**config.mk**
```make
export PLATFORM = sky130hd
export DESIGN_NAME = fetch_unit_flat
export DESIGN_NICKNAME = d
export VERILOG_FILES = /design/src/rtl/fetch_unit_if.sv /design/src/rtl/fetch_unit.sv /design/src/flat_wrapper.sv
export SDC_FILE = /design/constraint.sdc
export NUM_CORES = 1
export LEC_CHECK = 0
export CAP_MARGIN = 20
export CORE_MARGIN = 2
export CORE_UTILIZATION = 50
export DETAILED_ROUTE_END_ITERATION = 10
export PLACE_DENSITY = 0.85
export SYNTH_ARGS = -nofsm -noshare
export SYNTH_HDL_FRONTEND = slang
export SYNTH_SLANG_ARGS = --single-unit
```
**constraint.sdc**
```tcl
create_clock -name clk -period 4 [get_ports clk]
set_clock_uncertainty 0.1 [all_clocks]
set_input_delay 0.8 -clock clk [delete_from_list [all_inputs] [get_ports clk]]
set_output_delay 0.8 -clock clk [all_outputs]
set_load 0.02 [all_outputs]
```
**src/rtl/fetch_unit_if.sv**
```systemverilog
// Fetch-stage bus: PC register, instruction memory, decode and redirect signals.
// Mapping of modports to sides of the bus:
//   master = fetch unit side, slave = environment side.
interface fetch_unit_if;
    localparam int unsigned XLEN = 32;

    logic [XLEN-1:0] pc;
    logic [XLEN-1:0] pc_next;
    logic            update_pc;
    logic            imem_req;
    logic [XLEN-1:0] imem_addr;
    logic            imem_ready;
    logic [XLEN-1:0] imem_rdata;
    logic [XLEN-1:0] ir;
    logic            ir_valid;
    logic            decode_ready;
    logic            branch_taken;
    logic [XLEN-1:0] branch_target;
    logic            fetch_error;

    modport master (
        input  pc, imem_ready, imem_rdata, decode_ready, branch_taken, branch_target,
        output pc_next, update_pc, imem_req, imem_addr, ir, ir_valid, fetch_error
    );

    modport slave (
        output pc, imem_ready, imem_rdata, decode_ready, branch_taken, branch_target,
        input  pc_next, update_pc, imem_req, imem_addr, ir, ir_valid, fetch_error
    );
endinterface

```
**src/rtl/fetch_unit.sv**
```systemverilog
// Multi-cycle instruction fetch: one request in flight, IR delivered to decode,
// next PC (sequential or redirect) pushed back to the PC register.
module fetch_unit #(
    parameter int unsigned PC_STEP = 4,
    parameter int unsigned TIMEOUT = 16
) (
    input  logic         clk,
    input  logic         reset,
    fetch_unit_if.master bus
);
    localparam int unsigned XLEN  = 32;
    localparam int unsigned CNT_W = $clog2(TIMEOUT + 1);

    typedef enum logic [2:0] {
        S_START   = 3'd0,
        S_WAIT    = 3'd1,
        S_DELIVER = 3'd2,
        S_PCWAIT  = 3'd3,
        S_ERROR   = 3'd4
    } state_t;

    state_t          r_state;
    state_t          w_state_nxt;

    logic            r_imem_req,         w_imem_req_nxt;
    logic [XLEN-1:0] r_imem_addr,        w_imem_addr_nxt;
    logic [XLEN-1:0] r_ir,               w_ir_nxt;
    logic            r_ir_valid,         w_ir_valid_nxt;
    logic            r_update_pc,        w_update_pc_nxt;
    logic [XLEN-1:0] r_pc_next,          w_pc_next_nxt;
    logic            r_fetch_error,      w_fetch_error_nxt;
    logic            r_redirect_pending, w_redirect_pending_nxt;
    logic [XLEN-1:0] r_redirect_target,  w_redirect_target_nxt;
    logic [CNT_W-1:0] r_wait_cnt,        w_wait_cnt_nxt;

    logic            w_redirect;
    logic            w_timeout;
    logic [XLEN-1:0] w_seq_pc;

    assign w_redirect = r_redirect_pending | bus.branch_taken;
    assign w_timeout  = (r_wait_cnt == CNT_W'(TIMEOUT - 1));
    assign w_seq_pc   = bus.pc + XLEN'(PC_STEP);

    // State register
    always_ff @(posedge clk) begin
        if (reset) r_state <= S_START;
        else       r_state <= w_state_nxt;
    end

    // Next-state logic
    always_comb begin
        w_state_nxt = r_state;
        case (r_state)
            S_START:   w_state_nxt = S_WAIT;
            S_WAIT: begin
                if (bus.imem_ready) w_state_nxt = w_redirect ? S_PCWAIT : S_DELIVER;
                else if (w_timeout) w_state_nxt = S_ERROR;
            end
            S_DELIVER: if (bus.decode_ready) w_state_nxt = S_PCWAIT;
            S_PCWAIT:  w_state_nxt = S_START;
            S_ERROR:   w_state_nxt = S_ERROR;
            default:   w_state_nxt = S_START;
        endcase
    end

    // Next values of the registered outputs and datapath state
    always_comb begin
        w_imem_req_nxt         = r_imem_req;
        w_imem_addr_nxt        = r_imem_addr;
        w_ir_nxt               = r_ir;
        w_ir_valid_nxt         = r_ir_valid;
        w_update_pc_nxt        = 1'b0;
        w_pc_next_nxt          = r_pc_next;
        w_fetch_error_nxt      = r_fetch_error;
        w_redirect_pending_nxt = r_redirect_pending;
        w_redirect_target_nxt  = r_redirect_target;
        w_wait_cnt_nxt         = r_wait_cnt;

        // A redirect not consumed this cycle is remembered; last one wins
        if (bus.branch_taken && r_state != S_ERROR) begin
            w_redirect_pending_nxt = 1'b1;
            w_redirect_target_nxt  = bus.branch_target;
        end

        case (r_state)
            S_START: begin
                w_imem_req_nxt  = 1'b1;
                w_imem_addr_nxt = bus.pc;
                w_wait_cnt_nxt  = '0;
            end
            S_WAIT: begin
                if (bus.imem_ready) begin
                    w_imem_req_nxt = 1'b0;
                    if (w_redirect) begin
                        w_pc_next_nxt          = bus.branch_taken ? bus.branch_target
                                                                  : r_redirect_target;
                        w_redirect_pending_nxt = 1'b0;
                        w_update_pc_nxt        = 1'b1;
                    end else begin
                        w_ir_nxt       = bus.imem_rdata;
                        w_ir_valid_nxt = 1'b1;
                    end
                end else if (w_timeout) begin
                    w_imem_req_nxt    = 1'b0;
                    w_fetch_error_nxt = 1'b1;
                end else begin
                    w_wait_cnt_nxt = r_wait_cnt + CNT_W'(1);
                end
            end
            S_DELIVER: begin
                if (bus.decode_ready) begin
                    w_ir_valid_nxt         = 1'b0;
                    w_update_pc_nxt        = 1'b1;
                    w_redirect_pending_nxt = 1'b0;
                    if (bus.branch_taken)         w_pc_next_nxt = bus.branch_target;
                    else if (r_redirect_pending)  w_pc_next_nxt = r_redirect_target;
                    else                          w_pc_next_nxt = w_seq_pc;
                end
            end
            S_ERROR: begin
                w_imem_req_nxt = 1'b0;
                w_ir_valid_nxt = 1'b0;
            end
            default: ;
        endcase
    end

    // Output and datapath registers
    always_ff @(posedge clk) begin
        if (reset) begin
            r_imem_req         <= 1'b0;
            r_imem_addr        <= '0;
            r_ir               <= '0;
            r_ir_valid         <= 1'b0;
            r_update_pc        <= 1'b0;
            r_pc_next          <= '0;
            r_fetch_error      <= 1'b0;
            r_redirect_pending <= 1'b0;
            r_redirect_target  <= '0;
            r_wait_cnt         <= '0;
        end else begin
            r_imem_req         <= w_imem_req_nxt;
            r_imem_addr        <= w_imem_addr_nxt;
            r_ir               <= w_ir_nxt;
            r_ir_valid         <= w_ir_valid_nxt;
            r_update_pc        <= w_update_pc_nxt;
            r_pc_next          <= w_pc_next_nxt;
            r_fetch_error      <= w_fetch_error_nxt;
            r_redirect_pending <= w_redirect_pending_nxt;
            r_redirect_target  <= w_redirect_target_nxt;
            r_wait_cnt         <= w_wait_cnt_nxt;
        end
    end

    assign bus.imem_req    = r_imem_req;
    assign bus.imem_addr   = r_imem_addr;
    assign bus.ir          = r_ir;
    assign bus.ir_valid    = r_ir_valid;
    assign bus.update_pc   = r_update_pc;
    assign bus.pc_next     = r_pc_next;
    assign bus.fetch_error = r_fetch_error;
endmodule

```
**src/flat_wrapper.sv**
```systemverilog
// flat-port wrapper written by rule: the top's interface ports become plain ports
module fetch_unit_flat 
#(
    parameter int unsigned PC_STEP = 4,
    parameter int unsigned TIMEOUT = 16
)
  (clk, reset, bus_pc, bus_imem_ready, bus_imem_rdata, bus_decode_ready, bus_branch_taken, bus_branch_target, bus_pc_next, bus_update_pc, bus_imem_req, bus_imem_addr, bus_ir, bus_ir_valid, bus_fetch_error);
  fetch_unit_if bus_i ();
  input  logic clk;
  input  logic reset;
  input wire logic [$bits(bus_i.pc)-1:0] bus_pc;
  input wire logic [$bits(bus_i.imem_ready)-1:0] bus_imem_ready;
  input wire logic [$bits(bus_i.imem_rdata)-1:0] bus_imem_rdata;
  input wire logic [$bits(bus_i.decode_ready)-1:0] bus_decode_ready;
  input wire logic [$bits(bus_i.branch_taken)-1:0] bus_branch_taken;
  input wire logic [$bits(bus_i.branch_target)-1:0] bus_branch_target;
  output wire logic [$bits(bus_i.pc_next)-1:0] bus_pc_next;
  output wire logic [$bits(bus_i.update_pc)-1:0] bus_update_pc;
  output wire logic [$bits(bus_i.imem_req)-1:0] bus_imem_req;
  output wire logic [$bits(bus_i.imem_addr)-1:0] bus_imem_addr;
  output wire logic [$bits(bus_i.ir)-1:0] bus_ir;
  output wire logic [$bits(bus_i.ir_valid)-1:0] bus_ir_valid;
  output wire logic [$bits(bus_i.fetch_error)-1:0] bus_fetch_error;
  assign bus_i.pc = bus_pc;
  assign bus_i.imem_ready = bus_imem_ready;
  assign bus_i.imem_rdata = bus_imem_rdata;
  assign bus_i.decode_ready = bus_decode_ready;
  assign bus_i.branch_taken = bus_branch_taken;
  assign bus_i.branch_target = bus_branch_target;
  assign bus_pc_next = bus_i.pc_next;
  assign bus_update_pc = bus_i.update_pc;
  assign bus_imem_req = bus_i.imem_req;
  assign bus_imem_addr = bus_i.imem_addr;
  assign bus_ir = bus_i.ir;
  assign bus_ir_valid = bus_i.ir_valid;
  assign bus_fetch_error = bus_i.fetch_error;
  fetch_unit #(.PC_STEP(PC_STEP), .TIMEOUT(TIMEOUT)) u_core (.clk(clk), .reset(reset), .bus(bus_i));
endmodule
```
* Word level (Yosys, flattened, before mapping)
Cells that the tools add are included.
Word-level totals: output and inout bits 100, register bits after elaboration 141, logic and storage cells 72, input bits 101
Cells by class: muxes and demuxes 31, bitwise gates (word level) 3, equal/unequal tests 12, reductions and logical operators 13, $add $sub $neg 2
Operators by type and width (number):
- 32-bit 2-to-1 mux | 6
- 32-bit case mux with 2 select lines | 1
- 32-bit by 3-bit adder with 32-bit output (second input constant) | 1
- 1-bit 2-to-1 mux | 13
- 3-bit case mux with 4 select lines | 1
- 5-bit 2-to-1 mux | 2
- 2-bit != test (second input constant) | 5
- 5-bit case mux with 2 select lines | 1
- 3-bit 2-to-1 mux | 3
- 3-bit AND reduction | 3
- 4-bit AND reduction | 2
- 1-bit case mux with 3 select lines | 2
- 3-bit nonzero test | 2
- 5-bit by 1-bit adder with 5-bit output (second input constant) | 1
- 5-bit by 4-bit equality test with 1-bit output (second input constant) | 1
- 1-bit case mux with 2 select lines | 2
- 2-bit AND reduction | 2
- 2-bit nonzero test | 2
- 3-bit by 1-bit equality test with 1-bit output (second input constant) | 1
- 3-bit by 2-bit equality test with 1-bit output (second input constant) | 1
- 3-bit equality test (second input constant) | 1
- 3-bit zero test | 1
- 3-bit by 2-bit != test with 1-bit output (second input constant) | 1
- 3-bit != test (second input constant) | 1
- other kinds (4) | 5

* Logic depth before layout (Yosys ltp)
Gate-level depths: netlist of the first run.
depth in word-level cells 6, gate-level depth with buffers 8, gate-level depth less buffers 7

* Worst setup path before layout of the first run
Ideal clock, no wire load.
kind in2reg, start input port bus_pc[2], end register u_core.r_pc_next[24], in the netlist u_core.bus.pc_next[24], stages 8, library setup time 0.119 ns, data required time 3.781 ns, path slack 1.485 ns, arrival time 2.297 ns, path buffers 2, cells stage by stage ha_1 -> and4_2 -> clkbuf_1 -> and3_1 -> clkbuf_1 -> a21boi_0 -> o311a_1 -> o221a_2
Between the ends: longest elaborated chain between the ends 5
RTL lines:
- start: declaration | RTL line flat_wrapper.sv:11 | input wire logic [$bits(bus_i.pc)-1:0] bus_pc;
- 32-bit by 3-bit adder with 32-bit output | RTL line fetch_unit.sv:42 | assign w_seq_pc = bus.pc + XLEN'(PC_STEP);
- 32-bit 2-to-1 mux | RTL line fetch_unit.sv:116 | else if (r_redirect_pending) w_pc_next_nxt = r_redirect_target;
- 32-bit 2-to-1 mux | RTL line fetch_unit.sv:115 | if (bus.branch_taken) w_pc_next_nxt = bus.branch_target;
- 32-bit 2-to-1 mux | RTL line fetch_unit.sv:111 | if (bus.decode_ready) begin
- 32-bit case mux with 2 select lines | RTL line fetch_unit.sv:85 | case (r_state)
- end signal: assignment | RTL line fetch_unit.sv:147 | r_pc_next <= w_pc_next_nxt;
- end: declaration | RTL line fetch_unit.sv:30 | logic [XLEN-1:0] r_pc_next, w_pc_next_nxt;
Every way passes these cells. The select of a mux whose other input is x is not followed. A chain may end at the register's enable or synchronous reset.

* Final worst setup path of the first run
start input port bus_pc[12], end register u_core.r_pc_next[24], in the netlist u_core.bus.pc_next[24]
Same word-level chain as after synthesis.

==> impl_metrics.ini, run 1 <==
[timing]
slew_viol_final = 0
relSlewSlack_pct = 25.4
timing.fmax_ghz = 0.354
setup_violations = 0
tightest_slew_ns = 1.12
rsz0062_at_grt = no
fin_tns_setup_ns = 0
hold_violations = 0
layout_worst_path_cycle_share_pct = 70.6
fin_crit_ns = 2.82

[grt]
grt.overflow.total = 0
grt_use_met3_pct = 9.06
grt_usage_pct = 29.2
global_route.usage.met2_pct = 47.5
grt_max_degree = 64
grt.busiest_layer = met2
grt_pass1_vias = 6208
grt_pass1_wl_um = 31100
antenna_found_initial = 0
grt_use_met1_pct = 36.5

[drt]
vias = 6711
drt_first_iter_violations = 740
drc = 0
detail_route.first_pass.iterations = 5
drtAntennaViolNets = 0
viasPerCell = 5.70
routed_wl_um = 20600
avgRoutedWirePerCell_um = 17.5

[clock_tree]
root_buffer = clkbuf_16
clock_sinks = 141
postCtsSetupRepairBufs = 0
cts_resized = 0
cts_tree = built
cts_buffers = 17
path_clk_slew_ns = 0.06
htree_num_levels = 4
cts.path.max_buffers = 2
hold_buffers = 0
clock_latency_ns = 0.42

[status]
outcome = completed

[setup_path]
cp-end-kind = register
start_kind = input port
path_cells = clkdlybuf4s50_1 -> nand3_1 -> nor4_2 -> a21boi_0 -> o311a_1 -> o221a_2
slowest_delay_ns = 0.69
worstSetupPathType = input port to register
crit_arrival_ns = 3.04
worstPathMaxFanout = 10
critPathSlowestCell = clkdlybuf4s50_1
crit_required_ns = 4.22

[power]
total_power_mw = 4.15
net-switching-power_mw = 1.18
combPwrFrac_pct = 21.1
p_sw_share_pct = 28.4
p_clk_share_pct = 40.2
ir_drop_mv = 0.389
leakage_nw = 3.19
power_frac_seq_pct = 38.7
p_int_mw = 2.97
powerDensity_mw_per_mm2 = 457

[job]
cap_violations = 0

[yosys]
yosysTopAreaCellShare_pct = 44.0
syn-mean-instance-area_um2 = 7.77
yosysWarnings = 0
synth_cell_types = 61
synthesis.nets = 929
synth_area_mm2 = 0.00641
synthArstFlopShare_pct = 0
synth_seq_area_share_pct = 44.0
synthFlopType = dfxtp_1
synth-seq-cells = 141
ys_top_cells_by_area = dfxtp_1, nand2_1, a21oi_1
yosys.area.top_type = dfxtp_1
synth_edf_count = 0
synth_cells = 825

[placement]
post-dp-hpwl_um = 13800
portBuffers = 200
gp_congestion = 0.910

[final_layout]
nets = 1096
area_growth_pct = 41.3
num_antenna_cells = 0
drive_gt1_share_pct = 6.07

[floorplan]
design.portCount = 201
die_h_um = 117
start_util_pct = 51.0
core_mm2 = 0.0126
floorplan.die_area_mm2 = 0.0137
rows = 41
die_w_um = 117

[worst_hold_path]
hold_class = register to register
==> Yosys cell counts (3+ instances only) <==
library cell	count
xor2_1	10
nor3b_1	6
nand3_1	11
a21o_1	3
ha_1	3
clkbuf_1	52
buf_1	3
dfxtp_1	141
nand2_1	218
o21ai_0	44
o22ai_1	7
or4_1	4
a221oi_1	14
inv_1	9
nor3_1	12
a2111o_1	3
buf_2	3
nand2b_1	8
and2_1	3
o211ai_1	7
a211oi_1	8
and3_1	5
xnor2_1	9
nor4_1	4
nand3b_1	4
nand4_1	12
a21oi_1	127
nor2_1	37
a31oi_1	9
mux2i_1	7
==> stage by stage <==
| stage | utilization, % | hold slack (ns) | cells | setup slack [ns] | area, um2 |
|---|---|---|---|---|---|
| 2_1_floorplan | - | 0.332 | 825 | 1.48 | 6410 |
| 3_3_place_gp | 67.1 | 0.340 | 1145 | 0.866 | 8440 |
| 3_5_place_dp | 67.1 | 0.343 | 1145 | 0.783 | 8440 |
| 4_1_cts | 72.1 | 0.351 | 1177 | 1.22 | 9060 |
| 5_1_grt | 72.1 | 0.366 | 1177 | 1.05 | 9060 |
| 6_report | 72.1 | 0.348 | 1177 | 1.18 | 9060 |
==> routing by layer <==
layer  routed length, um  part of all wire [%]
met1                8220                    40
met2                9820                    48
met3                2080                    10
met4                 469                   2.3
met5                   0                     0
==> worst max-delay path: cells and delay by family <==
kind / cells / cell delay, ns
compound gates: 3 / 0.71
simple gates: 2 / 0.84
buf+inv: 1 / 0.69
==> cell type report <==
class | instances | area, um2
fill | 955 | 3500
inverter | 9 | 33.8
multi-input combinational | 612 | 3290
clock buffer | 20 | 457
clock inverter | 12 | 168
timing repair buffer | 211 | 2080
sequential | 141 | 2820
tap | 172 | 215
==> flip-flops by register name, indices dropped and copies added, names as in the netlist <==
signal,count
u_core.r_state,3
u_core.bus.fetch_error,1
u_core.bus.update_pc,1
u_core.r_redirect_target,32
u_core.bus.pc_next,32
u_core.bus.ir,32
u_core.bus.imem_req,1
u_core.r_redirect_pending,1
u_core.bus.ir_valid,1
u_core.r_wait_cnt,5
u_core.bus.imem_addr,32
==> power by group through the flow <==
| stage | logic (mW) | registers [mW] | clock network, mW |
|---|---|---|---|
| floorplan | 0.366 | 1.71 | 0 |
| global placement | 0.852 | 1.63 | 0 |
| detailed placement | 0.863 | 1.63 | 0 |
| CTS | 0.871 | 1.60 | 1.67 |
| global route | 0.941 | 1.62 | 1.74 |
| finish | 0.874 | 1.61 | 1.67 |
==> cells by family after synthesis <==
| kind of cell | count (synthesis) | synth area share [%] |
|---|---|---|
| AND/OR/NAND/NOR | 345 | 25.2 |
| AO/OA/AOI/OAI | 238 | 21.7 |
| flip-flops | 141 | 44.0 |
| buffers and inverters | 72 | 4.90 |
| XOR/XNOR | 19 | 2.59 |
| multiplexers | 7 | 1.09 |
| adder cells (fa/ha/maj) | 3 | 0.585 |
==> worst paths after layout <==
| check | start | end | slack [ns] | depth (start not counted) |
|---|---|---|---|---|
| min | u_core.r_wait_cnt[4] | u_core.r_wait_cnt[4] | 0.35 | 2 |
| min reg2reg | u_core.r_wait_cnt[4] | u_core.r_wait_cnt[4] | 0.35 | 2 |
| max | bus_pc[12] | u_core.bus.pc_next[24] | 1.18 | 6 |
| max reg2reg | u_core.r_state[1] | u_core.bus.pc_next[23] | 1.19 | 5 |
==> cells in the final DEF (no fill, tap or decap), types with 12 or more instances in the layout <==
master and n:
clkbuf_16 17, nand2_1 218, clkdlybuf4s50_1 198, a221oi_1 14
nand4_1 12, o21ai_0 44, a21oi_1 127, buf_4 12
dfxtp_1 141, nor2_1 37
Power figures use the tool's default switching activity.
==> run 2, diff against run 1 <==
Settings changed: CORE_UTILIZATION 50 to 47, PLACE_DENSITY 0.85 to 0.81.
Clock period 4 ns to 2.6 ns, I/O delays scaled along.
==> run 2 against run 1 <==
Net effect: hold slack better by 0.0040 ns; critical path depth stayed put; total power is 53% higher; first-iteration DRC count decreased by 22%; highest routed layer unchanged; wire length up 1.1%; count of clock-buffer cells in the layout decreased by 3; worst setup slack worse by 0.82 ns; clock power rose by 47%; via count up 2.2%; design area is 4.0% higher; die area is 6.2% higher; global-route usage fell by 1.0 points.
==> impl_metrics.ini, run 2 (synthesized netlist as in run 1, its figures left out) <==
[clock_tree]
cts_resized = 0
clock_latency_ns = 0.41
postCtsSetupRepairBufs = 0
hold_buffers = 0
cts_buffers = 17
cts_tree = built
clock_sinks = 141
htree_num_levels = 4
cts.path.max_buffers = 2
path_clk_slew_ns = 0.06
root_buffer = clkbuf_16

[setup_path]
crit_required_ns = 2.82
worstPathMaxFanout = 3
crit_arrival_ns = 2.46
critPathLaunch = bus_pc[5]
worstSetupPathType = input port to register
worstReg2RegStart = u_core.r_state[0]
r2r_cells = 5
start_kind = input port
cp-end-kind = register

[grt]
grt_pass1_wl_um = 32500
grt.overflow.total = 0
antenna_found_initial = 0
grt_pass1_vias = 6539
grt_max_degree = 48
grt_usage_pct = 28.2

[timing]
tightest_slew_ns = 0.804
timing.fmax_ghz = 0.447
setup_violations = 0
layout_setup_ws_ns = 0.360
rsz0062_at_grt = no
whs_ns = 0.352
relSlewSlack_pct = 46.2
slew_viol_final = 0
fin_tns_setup_ns = 0
fin_crit_ns = 2.24
hold_violations = 0
layout_worst_path_cycle_share_pct = 86.1

[worst_hold_path]
worstHoldPathCells = 2
hold_class = register to register
min_from = u_core.bus.ir[17]

[drt]
vias = 6860
drt_first_iter_violations = 577
drc = 0
avgRoutedWirePerCell_um = 16.9
viasPerCell = 5.58
routed_wl_um = 20800
drtAntennaViolNets = 0
detail_route.first_pass.iterations = 4

[placement]
place_ws_ns = -0.0545
portBuffers = 200
placed_area_mm2 = 0.00883
placed_cells = 1199
gp_congestion = 0.918
post-dp-hpwl_um = 14700

[final_layout]
mostFrequentLayoutCells = nand2_1, clkdlybuf4s50_1, dfxtp_1, a21oi_1, buf_4
fillerInstances = 1084
final_common_cell = nand2_1
area_growth_pct = 47.0
fin_area_mm2 = 0.00943
nets = 1146
drive_gt1_share_pct = 10.5
regArea_mm2 = 0.00282
fin_cells = 1230
num_antenna_cells = 0
multi_input_area_mm2 = 0.00329

[power]
net-switching-power_mw = 1.87
combPwrFrac_pct = 22.7
ir_drop_mv = 0.469
leakage_nw = 3.41
p_clk_share_pct = 38.7
p_int_mw = 4.48
p_sw_share_pct = 29.4
powerDensity_mw_per_mm2 = 674
power_frac_seq_pct = 38.6

[floorplan]
design.portCount = 201
rows = 42
start_util_pct = 48.2
die_h_um = 121
die_w_um = 121
floorplan.die_area_mm2 = 0.0146
core_mm2 = 0.0133

[job]
cap_violations = 0

[status]
outcome = completed
## run 2: layer usage
layer	share of wire [%]	track usage (%)
met1	41	34.6
met2	47	46.3
met3	10	9.67
met4	2.2	9.52
met5	0	0
## run 2: critical path: stages
cell and delay [ns]:
clkdlybuf4s50_1 0.51, nand3_2 0.14, nor4_4 0.37, nand4_4 0.15, or4_1 0.51, a311oi_1 0.26
## run 2: power by group through the flow
stage                     registers [mW]  clock network, mW  logic, mW
after CTS                           2.45               2.48       1.44
final                               2.45               2.46       1.44
after global placement              2.49                  0       1.41
after floorplan                     2.64                  0      0.562
after detailed placement            2.49                  0       1.43
after global routing                2.47               2.57       1.55
## run 2: worst paths after layout
path | endpoint | slack [ns]
worst min register to register | u_core.bus.ir[17] | 0.35
worst min-delay path | u_core.bus.ir[17] | 0.35
worst max register to register | u_core.bus.pc_next[21] | 0.46
worst max-delay path | u_core.bus.pc_next[29] | 0.36
## run 2: through the flow
step	util, %	power [mW]
detailed placement	66.4	3.92
finish	70.9	6.35
global placement	66.4	3.90
floorplan	-	3.20
global route	70.9	6.59
CTS	70.9	6.37
## run 2: area by class of cell
cell class | instances | area share [%]
Clock inverter | 14 | 1.80
Clock buffer | 17 | 4.51
Multi-Input combinational cell | 612 | 34.9
Inverter | 9 | 0.358
Timing Repair Buffer | 261 | 26.1
Tap cell | 176 | 2.34
Sequential cell | 141 | 29.9
==> run 3, diff against run 2 <==
Settings changed: SKIP_LAST_GASP from default to 1.
==> results of run 3 <==
Same layout as run 2: the final DEF is identical, and so are final timing and power.
